[src/rtl/disp_4cd_scan.sv]
// Four-digit multiplexed 7-segment scanner with a per-frame digit snapshot,
// leading-zero blanking, per-digit blink and decimal points. All outputs are registered.
module disp_4cd_scan #(
  parameter int unsigned SCAN_DIV = 50000,
  parameter bit          BLANK_LZ = 1'b1
) (
  input  logic        clk,
  input  logic        rst_n,
  input  logic [15:0] DEC,
  input  logic        en,
  input  logic [3:0]  dp_mask,
  input  logic [3:0]  blink,
  output logic [3:0]  AN,
  output logic [6:0]  SEG,
  output logic        DP,
  output logic        frame
);

  localparam int unsigned CNT_W  = (SCAN_DIV > 2) ? $clog2(SCAN_DIV) : 1;
  localparam int unsigned FCNT_W = 6;

  logic [CNT_W-1:0]  cnt_q, cnt_d;
  logic [1:0]        idx_q, idx_d;
  logic [15:0]       snap_q, snap_d;
  logic [FCNT_W-1:0] fcnt_q, fcnt_d;
  logic              first_q;
  logic [3:0]        an_q, an_d;
  logic [6:0]        seg_q, seg_d;
  logic              dp_q, dp_d, frame_q, frame_d;

  logic       tick_c, load_c, blank_c;
  logic [3:0] nib_c;
  logic       z3_c, z2_c, z1_c, lz_c;

  // Scan timing, snapshot capture and output decode.
  always_comb begin
    tick_c  = en && (cnt_q == CNT_W'(SCAN_DIV - 1));
    cnt_d   = cnt_q;
    idx_d   = idx_q;
    if (tick_c) begin
      cnt_d = '0;
      idx_d = idx_q + 2'd1;
    end else if (en) begin
      cnt_d = cnt_q + CNT_W'(1);
    end

    // Capture on the slot 3 -> 0 wrap, and once right after reset release.
    load_c  = first_q || (tick_c && (idx_q == 2'd3));
    snap_d  = load_c ? DEC : snap_q;
    frame_d = load_c;
    fcnt_d  = fcnt_q + FCNT_W'(load_c);

    case (idx_q)
      2'd0:    nib_c = snap_q[3:0];
      2'd1:    nib_c = snap_q[7:4];
      2'd2:    nib_c = snap_q[11:8];
      default: nib_c = snap_q[15:12];
    endcase

    z3_c = (snap_q[15:12] == 4'd0);
    z2_c = z3_c && (snap_q[11:8] == 4'd0);
    z1_c = z2_c && (snap_q[7:4] == 4'd0);
    case (idx_q)
      2'd3:    lz_c = z3_c;
      2'd2:    lz_c = z2_c;
      2'd1:    lz_c = z1_c;
      default: lz_c = 1'b0;
    endcase
    blank_c = (BLANK_LZ && lz_c) || (blink[idx_q] && fcnt_q[FCNT_W-1]);

    an_d = en ? ~(4'b0001 << idx_q) : 4'b1111;
    case (nib_c)
      4'd0:    seg_d = 7'b1000000;
      4'd1:    seg_d = 7'b1111001;
      4'd2:    seg_d = 7'b0100100;
      4'd3:    seg_d = 7'b0110000;
      4'd4:    seg_d = 7'b0011001;
      4'd5:    seg_d = 7'b0010010;
      4'd6:    seg_d = 7'b0000010;
      4'd7:    seg_d = 7'b1111000;
      4'd8:    seg_d = 7'b0000000;
      4'd9:    seg_d = 7'b0010000;
      default: seg_d = 7'b0111111;
    endcase
    dp_d = ~dp_mask[idx_q];
    if (!en || blank_c) begin
      seg_d = 7'b1111111;
      dp_d  = 1'b1;
    end
  end

  always_ff @(posedge clk) begin
    if (!rst_n) begin
      cnt_q   <= '0;
      idx_q   <= '0;
      snap_q  <= '0;
      fcnt_q  <= '0;
      first_q <= 1'b1;
      an_q    <= 4'b1111;
      seg_q   <= 7'b1111111;
      dp_q    <= 1'b1;
      frame_q <= 1'b0;
    end else begin
      cnt_q   <= cnt_d;
      idx_q   <= idx_d;
      snap_q  <= snap_d;
      fcnt_q  <= fcnt_d;
      first_q <= 1'b0;
      an_q    <= an_d;
      seg_q   <= seg_d;
      dp_q    <= dp_d;
      frame_q <= frame_d;
    end
  end

  assign AN    = an_q;
  assign SEG   = seg_q;
  assign DP    = dp_q;
  assign frame = frame_q;

endmodule

[config.mk]
export PLATFORM = sky130hd
export DESIGN_NAME = disp_4cd_scan
export DESIGN_NICKNAME = d
export VERILOG_FILES = /design/src/rtl/disp_4cd_scan.sv
export SDC_FILE = /design/constraint.sdc
export NUM_CORES = 1
export LEC_CHECK = 0
export ABC_AREA = 1
export CORE_UTILIZATION = 29
export DETAILED_ROUTE_END_ITERATION = 6
export SYNTH_ARGS = -nofsm -noshare
export SYNTH_HDL_FRONTEND = slang
export SYNTH_SLANG_ARGS = --single-unit
[constraint.sdc]
create_clock -name clk -period 2.1 [get_ports clk]
set_input_delay 0.21 -clock clk [delete_from_list [all_inputs] [get_ports clk]]
set_output_delay 0.21 -clock clk [all_outputs]
set_load 0.02 [all_outputs]
==> results.cfg <==
[timing]
min_period_ns = 1.904
fin_crit_sh_pct = 90.69
slew_headroom_pct = 73.68
tightest_slew_ns = 0.3912
rsz0062_at_grt = false
drv_slew = 0
skew_ns = 0.009668
tns_ns = 0
holdWs_ns = 0.4762
setup_viol = 0
timing.final.hold_violations = 0
fmax_mhz = 525.1

[yosys]
ys_seq_area_share_pct = 38.59
async_reset_ff_share_pct = 0
synthDistinctLibCells = 32
netlist_instances = 403
synth-edff-count = 0
netlist_area_um2 = 2801
synth_seq_cells = 54
yosysMostFrequentCell = nand2_1
avgSynthCellArea_um2 = 6.951
ys_warn_count = 0
synthFlopType = dfxtp_1
syn-num-nets = 444
netlist.area_leader.share_pct = 38.59
yosys.area.top_type = dfxtp_1
synthTopCellsByArea = dfxtp_1 (39%), nand2_1 (14%), inv_1 (7.8%), nor2_1 (6.8%), ha_1 (6.3%)
synth_common_cells = nand2_1 (105), inv_1 (58), dfxtp_1 (54)

[global_routing]
antenna_found_initial = 0
grt_max_degree = 34
grt_pass1_vias = 2455
grt_pass1_wl_mm = 10.70
overflow = 0
grt_usage_pct = 13.26

[place]
dp_hpwl_mm = 4.642
placed_area_um2 = 3385
gp_congestion = 0.8607
port_buffers = 39

[critical_path]
reg2reg_slack_ns = 0.20
worstSetupStartpointType = flip-flop
cp_num_buf_inv = 4
crit_chain = inv_2 -> ha_1 -> buf_4 -> a21oi_1 -> a21oi_2 -> ha_1 -> inv_1 -> nand3_1 -> nand3_1 -> nand2_1 -> inv_1 -> nand2_1
arrival_ns = 2.10
reg2reg_to = SEG[3]
worstRegToRegCells = 12
cp_slowest_cell = dfxtp_1
required_ns = 2.30
crit_fanout = 4
critPathTopFamily = adder cells
end_kind = flip-flop
r2r_start = idx_q[0]
max_stage_delay_ns = 0.40
path_class = reg2reg

[cells_and_area]
fill_cells = 1014
drive_above_1_share_pct = 10.35
design_area_um2 = 3498
register_area_um2 = 1085
n_antenna_cell = 0
multi_input_area_um2 = 1440
syn2layout_area_growth_pct = 24.88
nNetsFinal = 494

[die]
rows = 35
die_h_um = 100.3
die-area_um2 = 10060
io_pins = 40
core_area_um2 = 9284
floorplan.initialDensity_pct = 30.18
die_w_um = 100.3

[clocking]
h-tree-depth = 2
cts_tree = yes
cts_num_sinks = 54
cts.clk_slew.worst_paths_ns = 0.10
cts_buffers = 5
insertion_delay_ns = 0.31
cts_buffer_depth = 2
cts_root_buf = clkbuf_8
holdBufCountCts = 0

[drt]
firstDrtPassIters = 4
wl_per_cell_um = 10.41
ant_nets = 0
wl_mm = 6.069
num_vias = 2500
drt_iter0_markers = 77
drt-vias-per-instance = 4.288
drc = 0

[pwr]
power_density_nw_per_um2 = 559.7
switchingPower_w = 0.0004934
peakVddDrop_mv = 0.2374
seqPwrFrac_pct = 55.6
swShare_pct = 25.20
p_comb_share_pct = 13.8
clkPwrFrac_pct = 30.6
p_int_w = 0.001465
leakagePower_nw = 1.570

[run]
max_cap_viol_count = 0

[min_path]
holdCritStartpoint = fcnt_q[4]
hold_depth = 2
hold_path.class = reg2reg
hold_path_end = fcnt_q[4]

[run_status]
status = finished, final reports clean
[repair_timing]
item	4_1_cts	5_1_grt
resized for setup	0	7
endpoints found under the hold margin	0	0
setup buffers	0	1
setup endpoints to repair	0	8
[layout make-up]
cell class | count | area share (%)
Clock buffer | 7 | 2.468
Sequential cell | 54 | 31.01
Multi-Input combinational cell | 278 | 41.17
Tap cell | 129 | 4.614
Inverter | 62 | 6.652
Clock inverter | 1 | 0.1431
Timing Repair Buffer | 52 | 13.95
[layer usage]
metal	global-route usage [%]	up-vias	wire [um]
met5	0	-	0
met4	2.899	0	48
met3	3.203	5	235
met2	23.66	40	2872
met1	16.08	1098	2913
li1	-	1357	-
[worst reg2reg max path, stage by stage, from the launching register on]
cell,delay [ns]
dfxtp_1,0.40
inv_2,0.08
ha_1,0.23
buf_4,0.15
a21oi_1,0.19
a21oi_2,0.11
ha_1,0.28
inv_1,0.06
nand3_1,0.09
nand3_1,0.10
nand2_1,0.05
inv_1,0.05
nand2_1,0.04
[sequential cells by signal (all words and copies together) (netlist names)]
name,flops
AN,4
DP,1
SEG,7
cnt_q,16
fcnt_q,6
first_q,1
frame,1
idx_q,2
snap_q,16
[stage by stage]
step / utilization [%] / worst slack (ns) / std cells / power [W]
after floorplan: - / 0.01387 / 403 / 0.001267
after global placement: 36.46 / 0.09944 / 574 / 0.001381
after detailed placement: 36.46 / 0.05487 / 574 / 0.001384
after CTS: 37.44 / 0.1161 / 582 / 0.001998
after global routing: 37.68 / 0.001032 / 583 / 0.002082
final: 37.68 / 0.1956 / 583 / 0.001958
[power groups by stage]
stage                     Clock [W]  Sequential [W]  Combinational (W)
after CTS                  0.000636         0.00109           0.000272
after global placement            0         0.00111           0.000267
after floorplan                   0         0.00112           0.000146
after global routing       0.000677         0.00110           0.000308
after detailed placement          0         0.00111           0.000271
final                      0.000599         0.00109           0.000269
[worst max path at each step]
stage          startpoint   endpoint  slack [ns]  cells after the start
2_1_floorplan    idx_q[0]     SEG[5]        0.01                     13
3_3_place_gp           en  fcnt_q[4]         0.1                     12
3_5_place_dp           en  fcnt_q[4]        0.05                     12
4_1_cts          idx_q[1]     SEG[5]        0.12                     13
5_1_grt          idx_q[0]     SEG[1]       0.001                     11
6_report         idx_q[0]     SEG[3]        0.20                     12
[placed cells by master (no fill, tap or decap), types with 4 or more instances in the layout]
cell type	instances
nor2_4	4
nor3_1	9
o21ai_0	5
a21oi_1	32
dfxtp_1	51
clkbuf_8	6
buf_4	13
ha_1	14
nor2_1	51
nand3_1	24
nand2_1	104
nand4_1	6
inv_1	58
nand3_2	10
clkdlybuf4s50_1	39
[kinds of logic (layout without fill, tap and decap cells)]
logic type / count (synthesis) / after routing / share of synthesized area, %
AOI/OAI and AO/OA: 43 / 43 / 7.950
xor gates and xnor gates: 4 / 4 / 1.251
adders and majority gates: 14 / 14 / 6.253
buffers and inverters: 71 / 122 / 10.41
DFF: 54 / 54 / 38.59
muxes: 1 / 1 / 0.3573
and+or+nand+nor: 216 / 216 / 35.19
Note: power is estimated with default switching activity, not from simulation.
